## config.mk

```make
export PLATFORM = sky130hd
export DESIGN_NAME = alu_seq
export DESIGN_NICKNAME = d
export VERILOG_FILES = /design/src/rtl/alu_pkg.sv /design/src/rtl/alu_iter_muldiv.sv /design/src/rtl/alu_seq.sv
export SDC_FILE = /design/constraint.sdc
export NUM_CORES = 1
export LEC_CHECK = 0
export CORE_UTILIZATION = 55
export DETAILED_ROUTE_END_ITERATION = 8
export PLACE_DENSITY_LB_ADDON = 0.2
export SLEW_MARGIN = 10
export SYNTH_ARGS = -nofsm -noshare
export SYNTH_HDL_FRONTEND = slang
export SYNTH_SLANG_ARGS = --single-unit
```

## constraint.sdc

```tcl
create_clock -name clk -period 11.35 [get_ports clk]
set_clock_uncertainty 0.2 [all_clocks]
set_input_delay 2.27 -clock clk [delete_from_list [all_inputs] [get_ports clk]]
set_output_delay 2.27 -clock clk [all_outputs]
set_load 0.005 [all_outputs]
```

## src/rtl/alu_pkg.sv

```systemverilog
// Shared types and constants for the sequential ALU: op codes, flag bit
// positions and the control FSM state encoding.
package alu_pkg;

  typedef enum logic [3:0] {
    OP_ADD  = 4'd0,
    OP_SUB  = 4'd1,
    OP_MUL  = 4'd2,
    OP_MULU = 4'd3,
    OP_DIV  = 4'd4,
    OP_MOD  = 4'd5,
    OP_AND  = 4'd6,
    OP_OR   = 4'd7,
    OP_EOR  = 4'd8,
    OP_NOT  = 4'd9,
    OP_LSL  = 4'd10,
    OP_LSR  = 4'd11,
    OP_ASR  = 4'd12,
    OP_ROR  = 4'd13,
    OP_RSVD = 4'd14,
    OP_CMP  = 4'd15
  } alu_op_e;

  localparam int unsigned FLAG_N = 3;
  localparam int unsigned FLAG_Z = 2;
  localparam int unsigned FLAG_C = 1;
  localparam int unsigned FLAG_V = 0;

  typedef enum logic [1:0] {
    IDLE,
    CALC,
    DONE
  } alu_state_e;

  function automatic logic is_iter_op(alu_op_e op);
    return op inside {OP_MUL, OP_MULU, OP_DIV, OP_MOD};
  endfunction

endpackage

```

## src/rtl/alu_iter_muldiv.sv

```systemverilog
// Iterative shift-add multiplier and restoring divider sharing one
// 2*WIDTH accumulator; one bit per step, outputs reflect the post-step value.
module alu_iter_muldiv #(
  parameter int unsigned WIDTH = 16
) (
  input  logic               clk,
  input  logic               rst_n,
  input  logic               load,
  input  logic               mode,
  input  logic               step,
  input  logic [WIDTH-1:0]   a,
  input  logic [WIDTH-1:0]   b,
  output logic [2*WIDTH-1:0] product,
  output logic [WIDTH-1:0]   quotient,
  output logic [WIDTH-1:0]   remainder
);

  logic [2*WIDTH-1:0] acc_q, acc_d;
  logic [WIDTH-1:0]   b_q, b_d;
  logic [WIDTH:0]     sum;
  logic [WIDTH:0]     trial;
  logic [2*WIDTH-1:0] shl;

  always_comb begin
    acc_d = acc_q;
    b_d   = b_q;
    sum   = {1'b0, acc_q[2*WIDTH-1:WIDTH]} + {1'b0, b_q};
    shl   = acc_q << 1;
    trial = acc_q[2*WIDTH-1:WIDTH-1] - {1'b0, b_q};
    if (load) begin
      acc_d = {{WIDTH{1'b0}}, a};
      b_d   = b;
    end else if (step) begin
      if (!mode) begin
        acc_d = acc_q[0] ? {sum, acc_q[WIDTH-1:1]} : {1'b0, acc_q[2*WIDTH-1:1]};
      end else begin
        // Partial remainder stays below the divisor, so trial[WIDTH] is a clean borrow.
        acc_d = trial[WIDTH] ? shl : {trial[WIDTH-1:0], shl[WIDTH-1:1], 1'b1};
      end
    end
  end

  always_ff @(posedge clk or negedge rst_n) begin
    if (!rst_n) begin
      acc_q <= '0;
      b_q   <= '0;
    end else begin
      acc_q <= acc_d;
      b_q   <= b_d;
    end
  end

  always_comb begin
    product   = acc_d;
    quotient  = acc_d[WIDTH-1:0];
    remainder = acc_d[2*WIDTH-1:WIDTH];
  end

endmodule

```

## src/rtl/alu_seq.sv

```systemverilog
// Multi-cycle ALU: single-cycle ops complete immediately, MUL/MULU/DIV/MOD
// run on the iterative datapath behind a start/busy/done handshake.
module alu_seq
  import alu_pkg::*;
#(
  parameter int unsigned WIDTH = 16
) (
  input  logic             clk,
  input  logic             rst_n,
  input  logic             start,
  input  logic [3:0]       op,
  input  logic [WIDTH-1:0] a_in,
  input  logic [WIDTH-1:0] b_in,
  input  logic             carry_in,
  output logic             busy,
  output logic             done,
  output logic [WIDTH-1:0] result,
  output logic [3:0]       flags_nzcv,
  output logic             div_zero
);

  localparam int unsigned SHW = $clog2(WIDTH);

  alu_state_e       state_q, state_d;
  alu_op_e          op_q, op_d;
  logic [SHW-1:0]   cnt_q, cnt_d;
  logic [WIDTH-1:0] result_q, result_d;
  logic [3:0]       flags_q, flags_d;
  logic             dz_q, dz_d;

  alu_op_e            op_in;
  logic               load, step, mode, cap_sc, cap_it, div0;
  logic [WIDTH:0]     add_full, sub_full, cmp_full;
  logic [SHW-1:0]     sh, sh_neg;
  logic               sh_big;
  logic [WIDTH-1:0]   sc_res, it_res;
  logic [3:0]         sc_flags, it_flags;
  logic               sc_c, sc_v, sc_dz, it_v;
  logic [2*WIDTH-1:0] product;
  logic [WIDTH-1:0]   quotient, remainder;

  alu_iter_muldiv #(.WIDTH(WIDTH)) u_muldiv (
    .clk       (clk),
    .rst_n     (rst_n),
    .load      (load),
    .mode      (mode),
    .step      (step),
    .a         (a_in),
    .b         (b_in),
    .product   (product),
    .quotient  (quotient),
    .remainder (remainder)
  );

  // Single-cycle ops evaluate straight from the inputs on the accepting edge.
  always_comb begin
    op_in    = alu_op_e'(op);
    add_full = {1'b0, a_in} + {1'b0, b_in} + {{WIDTH{1'b0}}, carry_in};
    sub_full = {1'b0, a_in} - {1'b0, b_in} - {{WIDTH{1'b0}}, carry_in};
    cmp_full = {1'b0, a_in} - {1'b0, b_in};
    sh       = b_in[SHW-1:0];
    sh_neg   = ~sh + 1'b1;
    sh_big   = |b_in[WIDTH-1:SHW];
    sc_res   = '0;
    sc_c     = 1'b0;
    sc_v     = 1'b0;
    sc_dz    = 1'b0;
    case (op_in)
      OP_ADD: begin
        sc_res = add_full[WIDTH-1:0];
        sc_c   = add_full[WIDTH];
        sc_v   = (a_in[WIDTH-1] == b_in[WIDTH-1]) && (add_full[WIDTH-1] != a_in[WIDTH-1]);
      end
      OP_SUB: begin
        sc_res = sub_full[WIDTH-1:0];
        sc_c   = sub_full[WIDTH];
        sc_v   = (a_in[WIDTH-1] != b_in[WIDTH-1]) && (sub_full[WIDTH-1] != a_in[WIDTH-1]);
      end
      OP_DIV: begin
        sc_res = '1;
        sc_v   = 1'b1;
        sc_dz  = 1'b1;
      end
      OP_MOD: begin
        sc_res = a_in;
        sc_v   = 1'b1;
        sc_dz  = 1'b1;
      end
      OP_AND:  sc_res = a_in & b_in;
      OP_OR:   sc_res = a_in | b_in;
      OP_EOR:  sc_res = a_in ^ b_in;
      OP_NOT:  sc_res = ~a_in;
      OP_LSL:  sc_res = sh_big ? '0 : a_in << sh;
      OP_LSR:  sc_res = sh_big ? '0 : a_in >> sh;
      OP_ASR:  sc_res = sh_big ? {WIDTH{a_in[WIDTH-1]}} : $signed(a_in) >>> sh;
      // Left shift by (-sh mod WIDTH) is zero-width when sh = 0, so no special case.
      OP_ROR:  sc_res = (a_in >> sh) | (a_in << sh_neg);
      default: ;
    endcase
    sc_flags = '0;
    if (op_in == OP_CMP) begin
      sc_flags[FLAG_N] = cmp_full[WIDTH-1];
      sc_flags[FLAG_Z] = (cmp_full[WIDTH-1:0] == '0);
      sc_flags[FLAG_C] = cmp_full[WIDTH];
      sc_flags[FLAG_V] = (a_in[WIDTH-1] != b_in[WIDTH-1]) && (cmp_full[WIDTH-1] != a_in[WIDTH-1]);
    end else if (op_in != OP_RSVD) begin
      sc_flags[FLAG_N] = sc_res[WIDTH-1];
      sc_flags[FLAG_Z] = (sc_res == '0);
      sc_flags[FLAG_C] = sc_c;
      sc_flags[FLAG_V] = sc_v;
    end
  end

  always_comb begin
    mode   = (op_q == OP_DIV) || (op_q == OP_MOD);
    it_res = '0;
    it_v   = 1'b0;
    case (op_q)
      OP_MUL: begin
        it_res = product[WIDTH-1:0];
        it_v   = |product[2*WIDTH-1:WIDTH];
      end
      OP_MULU: it_res = product[2*WIDTH-1:WIDTH];
      OP_DIV:  it_res = quotient;
      OP_MOD:  it_res = remainder;
      default: ;
    endcase
    it_flags         = '0;
    it_flags[FLAG_N] = it_res[WIDTH-1];
    it_flags[FLAG_Z] = (it_res == '0);
    it_flags[FLAG_V] = it_v;
  end

  always_ff @(posedge clk or negedge rst_n) begin
    if (!rst_n) begin
      state_q  <= IDLE;
      op_q     <= OP_ADD;
      cnt_q    <= '0;
      result_q <= '0;
      flags_q  <= '0;
      dz_q     <= 1'b0;
    end else begin
      state_q  <= state_d;
      op_q     <= op_d;
      cnt_q    <= cnt_d;
      result_q <= result_d;
      flags_q  <= flags_d;
      dz_q     <= dz_d;
    end
  end

  // Results are captured on the edge entering DONE so they are valid with the pulse.
  always_comb begin
    state_d = state_q;
    op_d    = op_q;
    cnt_d   = cnt_q;
    load    = 1'b0;
    step    = 1'b0;
    cap_sc  = 1'b0;
    cap_it  = 1'b0;
    div0    = (op_in inside {OP_DIV, OP_MOD}) && (b_in == '0);
    unique case (state_q)
      IDLE: begin
        if (start) begin
          op_d = op_in;
          if (is_iter_op(op_in) && !div0) begin
            load    = 1'b1;
            cnt_d   = '0;
            state_d = CALC;
          end else begin
            cap_sc  = 1'b1;
            state_d = DONE;
          end
        end
      end
      CALC: begin
        step  = 1'b1;
        cnt_d = cnt_q + 1'b1;
        if (cnt_q == SHW'(WIDTH - 1)) begin
          cap_it  = 1'b1;
          state_d = DONE;
        end
      end
      DONE:    state_d = IDLE;
      default: state_d = IDLE;
    endcase
  end

  always_comb begin
    result_d = result_q;
    flags_d  = flags_q;
    dz_d     = dz_q;
    if (cap_sc) begin
      result_d = sc_res;
      flags_d  = sc_flags;
      dz_d     = sc_dz;
    end else if (cap_it) begin
      result_d = it_res;
      flags_d  = it_flags;
      dz_d     = 1'b0;
    end
  end

  always_comb begin
    busy       = (state_q != IDLE);
    done       = (state_q == DONE);
    result     = result_q;
    flags_nzcv = flags_q;
    div_zero   = dz_q;
  end

endmodule

```

==> results of run 1 <==
## registers in the layout, indices dropped and copies added (netlist names)
name and flops:
state_q 2, result 16, cnt_q 4, op_q 4, u_muldiv.b_q 16, u_muldiv.acc_q 32, div_zero 1, flags_nzcv 4
## final cells by class
cell class	count	area, µm²
repair buffers	88	798
fillers	1870	7870
multi-input cells	1248	8720
well taps	270	338
inverters	89	334
flip-flops and latches	79	1980
clock inverters	7	103
clock buffers	9	225
## worst paths after layout
path / start / endpoint / cells past startpoint / slack [ns]
min: flags_nzcv[1] / flags_nzcv[1] / 2 / 0.29
max in group asynchronous: rst_n / op_q[0] / 2 / 8.27
min reg2reg: flags_nzcv[1] / flags_nzcv[1] / 2 / 0.29
min in group asynchronous: rst_n / u_muldiv.b_q[10] / 1 / 1.53
max: b_in[1] / flags_nzcv[2] / 14 / 4.27
max reg2reg: u_muldiv.acc_q[15] / flags_nzcv[0] / 16 / 6.71
## cells by family (layout without fill, tap and decap cells)
family,count (synthesis),in the layout,share of synthesized area (%)
simple gates,503,503,21.8
compound gates,502,502,29.1
buf+inv,197,193,7.06
mux,91,91,9.91
fa+ha+maj,90,90,10.1
flops,79,79,17.2
xor+xnor,62,62,4.80
## power groups by stage
stage	Sequential (mW)	Clock [mW]	Combinational, mW
finish	0.562	0.325	2.04
global route	0.575	0.334	2.20
CTS	0.554	0.326	1.99
detailed placement	0.557	0	1.97
global placement	0.555	0	1.95
floorplan	0.508	0	1.47
## cell usage after synthesis (8+ instances only)
master | number | area (µm²)
a221o_1 | 8 | 80.1
o22ai_1 | 11 | 68.8
nor3_1 | 30 | 150
a221oi_1 | 14 | 123
nor2_1 | 110 | 413
a31oi_1 | 20 | 125
nand2b_1 | 22 | 138
a21o_1 | 20 | 150
xnor2_1 | 39 | 342
nand2_1 | 178 | 668
xor2_1 | 22 | 193
ha_1 | 85 | 1060
nor3b_1 | 8 | 60.1
nand4_1 | 20 | 125
mux2i_1 | 48 | 480
nor4_1 | 15 | 93.8
a22oi_1 | 16 | 120
nand3_1 | 34 | 170
and3_1 | 8 | 50.1
o211ai_1 | 30 | 225
o221ai_1 | 15 | 131
and2_1 | 12 | 75.1
clkbuf_1 | 68 | 255
o21a_1 | 8 | 60.1
o31a_1 | 9 | 78.8
nor2b_1 | 18 | 113
inv_1 | 86 | 323
buf_2 | 23 | 115
a211oi_1 | 24 | 180
a21oi_1 | 113 | 566
mux4_2 | 15 | 338
buf_1 | 12 | 45.0
dfrtp_1 | 79 | 1980
o21ai_0 | 125 | 626
mux2_2 | 27 | 304
## worst min-delay path: cells and delay by family (launching register included)
family,cells,cell delay [ns]
DFF,1,0.34
AOI/OAI and AO/OA,1,0.06
and+or+nand+nor,1,0.05
## metal layers
metal	vias to the layer above	part of all wire (%)	global-route usage, %
li1	5634	-	-
met2	738	46	70.5
met1	5925	38	52.8
met3	189	8.8	6.19
met4	0	6.8	25.9
met5	-	0	0
## stage by stage
stage / setup WS [ns] / power [mW] / hold WS (ns) / util (%)
2_1_floorplan: 5.36 / 1.98 / 0.279 / -
3_3_place_gp: 4.20 / 2.50 / 0.280 / 59.8
3_5_place_dp: 4.14 / 2.53 / 0.285 / 59.8
4_1_cts: 4.50 / 2.87 / 0.297 / 61.4
5_1_grt: 4.08 / 3.11 / 0.338 / 61.4
6_report: 4.27 / 2.93 / 0.292 / 61.4
==> flow_summary.json, run 1 <==
{
  "io_buffers": 62,
  "final_cell_mix": "nand2_1 (178), o21ai_0 (125), a21oi_1 (113)",
  "grt_start_max_net_pins": 73,
  "layout_commonest_cell": "nand2_1",
  "worst_path_max_delay_cell": "ha_1",
  "num_rows": 52,
  "clock_sinks": 79,
  "die_y_um": 146,
  "power.share.combinational_pct": 69.7,
  "ys_seq_area_share_pct": 17.2,
  "clk_latency_ns": 0.35,
  "synth_ff_type": "dfrtp_1",
  "antenna-diode-count": 0,
  "maxCapViolations": 0,
  "cell_internal_pwr_mw": 1.43,
  "dr.first_iter.drc_count": 1265,
  "leakage_nw": 5.20,
  "ios": 63,
  "max_stage_delay_ns": 0.80,
  "setup_viol": 0,
  "path_class": "in2reg",
  "die_area_mm2": 0.0214,
  "place_area_mm2": 0.0122,
  "syn_area_mm2": 0.0115,
  "cts_tree": "built",
  "cts_buffer_depth": 2,
  "synthCells": 1524,
  "placed_cells": 1774,
  "end_kind": "flop",
  "start_util_pct": 56.4,
  "outcome": "completed",
  "critical_path_arrival_ns": 7.13,
  "cp_cell_sequence": "buf_2 -> inv_1 -> ha_1 -> mux4_2 -> o2111ai_1 -> o41ai_1 -> or4_1 -> a211oi_1 -> and3_1 -> and4_1 -> nand4_1 -> nor4_2 -> a31oi_1 -> o31ai_1",
  "sw_frac_of_total_pct": 51.3,
  "drt-wirelength-per-cell_um": 25.8,
  "fmax_ghz": 0.141,
  "seqPwrFrac_pct": 19.2,
  "rsz0062_at_grt": "false",
  "layout.cells.non_filler": 1790,
  "synth_seq_cells": 79,
  "power_density_mw_per_mm2": 235,
  "detail-route-antenna-nets": 0,
  "avgViaCountPerCell": 6.98,
  "syn2layout_area_growth_pct": 8.90,
  "startpoint_type": "input port",
  "relSlewSlack_pct": 31.0,
  "synth_cell_types": 92,
  "grt_pass1_wl_um": 69800,
  "path_max_fanout": 46,
  "finalHoldViolCount": 0,
  "syn_nets": 1654,
  "place.gp.congestion": 1.04,
  "power_switching_mw": 1.50,
  "power_frac_clock_pct": 11.1,
  "fin_crit_sh_pct": 62.4,
  "finalWirelength_um": 46200,
  "cts_setup_buffers": 0,
  "avgSynthCellArea_um2": 7.53,
  "cts_buffers": 9,
  "path_buf_inv": 2,
  "clk_pin_slew_ns": 0.07,
  "critPathRequiredTime_ns": 11.40,
  "yosysWarningCount": 0,
  "synth_edf_count": 0,
  "vias": 12500,
  "first_pass_iters": 5,
  "dp_hpwl_um": 35000,
  "finalInstanceArea_mm2": 0.0125,
  "cts-root-buf": "clkbuf_16",
  "finalSetupTns_ns": 0,
  "die_w_um": 146,
  "worstMarginPinSlew_ns": 1.02,
  "drive_gt1_share_pct": 8.22,
  "antenna_found_initial": 0,
  "layout.nets": 1645,
  "critPathTopFamily": "simple AND/OR/NAND/NOR gates",
  "fin_crit_ns": 7.08,
  "htreeDepth": 3,
  "drc": 0,
  "grt_overflow": 0,
  "grt_pass1_vias": 11700,
  "hold_buffers": 0,
  "ctsResizeCount": 0,
  "finalMaxSlewViolations": 0,
  "peakVddDrop_mv": 0.146,
  "synthArstFlopShare_pct": 100,
  "core_area_mm2": 0.0204,
  "min_path_type": "reg2reg",
  "grt_usage_pct": 42.7
}
Note: power is estimated with default switching activity, not from simulation.
==> run 2, diff against run 1 <==
==> constraint.sdc (replaced) <==
create_clock -name clk -period 6.15 [get_ports clk]
set_clock_uncertainty 0.2 [all_clocks]
set_input_delay 1.23 -clock clk [delete_from_list [all_inputs] [get_ports clk]]
set_output_delay 1.23 -clock clk [all_outputs]
set_load 0.005 [all_outputs]
==> flow_summary.json, run 2 (synthesis gave the netlist of run 1 again) <==
{
  "r2r_start": "u_muldiv.acc_q[15]",
  "final_cell_mix": "nand2_1 (178), o21ai_0 (125), a21oi_1 (113)",
  "worstHoldStart": "result[8]",
  "detail-route-antenna-nets": 0,
  "grt_pass1_vias": 11900,
  "rsz0062_at_grt": "false",
  "cts-root-buf": "clkbuf_16",
  "cts_buffers": 9,
  "power_density_mw_per_mm2": 417,
  "startpoint_type": "input port",
  "dr.first_iter.drc_count": 1488,
  "largest_reg_flops": 32,
  "cts_buffer_depth": 2,
  "grt_start_max_net_pins": 80,
  "end_kind": "flop",
  "io_buffers": 62,
  "power_switching_mw": 2.73,
  "maxCapViolations": 0,
  "ctsResizeCount": 0,
  "sw_frac_of_total_pct": 51.4,
  "num_rows": 52,
  "ff2ff_path_depth": 15,
  "critPathRequiredTime_ns": 6.19,
  "drive_gt1_share_pct": 10.6,
  "seqPwrFrac_pct": 19.2,
  "relSlewSlack_pct": 30.0,
  "clk_pin_slew_ns": 0.07,
  "largest-register": "u_muldiv.acc_q",
  "reg2reg_slack_ns": 1.47,
  "min_path_type": "reg2reg",
  "vias": 12800,
  "worstMarginPinSlew_ns": 1.05,
  "cts_tree": "built",
  "htreeDepth": 3,
  "leakage_nw": 5.37,
  "critical_path_arrival_ns": 5.46,
  "syn2layout_area_growth_pct": 11.2,
  "grt_overflow": 0,
  "cell_internal_pwr_mw": 2.59,
  "dp_hpwl_um": 36300,
  "die_w_um": 146,
  "cts_setup_buffers": 0,
  "finalHoldViolCount": 0,
  "hold_end": "result[8]",
  "hold_buffers": 0,
  "fmax_ghz": 0.185,
  "layout_commonest_cell": "nand2_1",
  "die_y_um": 146,
  "power.share.combinational_pct": 70.9,
  "power_frac_clock_pct": 9.9,
  "path_class": "in2reg",
  "start_util_pct": 56.4,
  "drt-wirelength-per-cell_um": 25.4,
  "die_area_mm2": 0.0214,
  "clock_sinks": 79,
  "avgViaCountPerCell": 6.97,
  "first_pass_iters": 6,
  "grt_pass1_wl_um": 70400,
  "finalMaxSlewViolations": 0,
  "outcome": "completed",
  "antenna_found_initial": 1,
  "core_area_mm2": 0.0204,
  "finalWirelength_um": 46500,
  "layout.nets": 1685,
  "place.gp.congestion": 1.09,
  "drc": 0,
  "finalSetupTns_ns": 0,
  "grt_usage_pct": 43.1,
  "clk_latency_ns": 0.34,
  "holdPathStages": 2,
  "ios": 63,
  "peakVddDrop_mv": 0.304,
  "fin_crit_sh_pct": 88.1,
  "p_total_mw": 5.32,
  "fin_crit_ns": 5.42,
  "timing.rr.end": "flags_nzcv[2]",
  "setup_viol": 0,
  "path_max_fanout": 13
}
## run 2: cell types whose count changed in the layout (fill, tap and decap cells not counted), sizes merged
cell      delta
bufinv       -2
clkinvlp     +1
clkbuf       +1
diode        +2
buf         +40
## run 2: how the worst max path moves through the flow
stage / startpoint / endpoint / slack, ns
after floorplan: b_in[1] / flags_nzcv[2] / 1.20
after global placement: b_in[0] / flags_nzcv[2] / 0.80
after detailed placement: b_in[4] / flags_nzcv[2] / 0.65
after CTS: a_in[4] / flags_nzcv[2] / 0.95
after global routing: a_in[4] / flags_nzcv[2] / 0.57
final: b_in[4] / flags_nzcv[2] / 0.73
## run 2: metal layers
metal | share of wire, % | wire [µm] | track usage, % | vias to the layer above
li1 | - | - | - | 5720
met5 | 0 | 0 | 0 | -
met4 | 7.5 | 3470 | 29.0 | 0
met1 | 38 | 17500 | 52.4 | 6043
met3 | 9.8 | 4550 | 7.47 | 191
met2 | 45 | 21000 | 70.0 | 816
## run 2: metrics by stage
stage / util [%] / worst slack, ns / instances / hold slack, ns / area [µm²]
after floorplan: - / 1.20 / 1524 / 0.279 / 11500
after global placement: 61.2 / 0.802 / 1814 / 0.292 / 12500
after detailed placement: 61.2 / 0.649 / 1814 / 0.279 / 12500
after CTS: 62.7 / 0.951 / 1830 / 0.294 / 12800
after global routing: 62.7 / 0.572 / 1830 / 0.330 / 12800
final: 62.7 / 0.732 / 1832 / 0.301 / 12800
## run 2: worst max-delay path: stages
cell             delay (ns)
clkdlybuf4s50_1        0.64
inv_1                  0.12
ha_1                   0.46
nor3_1                 0.28
nand2_1                0.15
a2111oi_0              0.77
nor4_1                 0.18
nor4_2                 0.33
nand3_1                0.16
xor2_1                 0.17
a221oi_1               0.45
nor3b_1                0.26
a31oi_1                0.14
o31ai_1                0.10
## run 2: power by group through the flow
stage	clock network [mW]	registers [mW]	logic, mW
after CTS	0.526	1.01	3.69
after detailed placement	0	1.02	3.66
final	0.524	1.02	3.77
after global routing	0.548	1.05	4.06
after global placement	0	1.02	3.63
after floorplan	0	0.938	2.71
## run 2: layout make-up
class | instances | area, µm²
clock buffers | 10 | 239
flip-flops and latches | 79 | 1980
well taps | 270 | 338
fillers | 1933 | 7600
multi-input cells | 1248 | 8720
clock inverters | 6 | 52.6
repair buffers | 128 | 1100
inverters | 89 | 334
diodes | 2 | 5.00
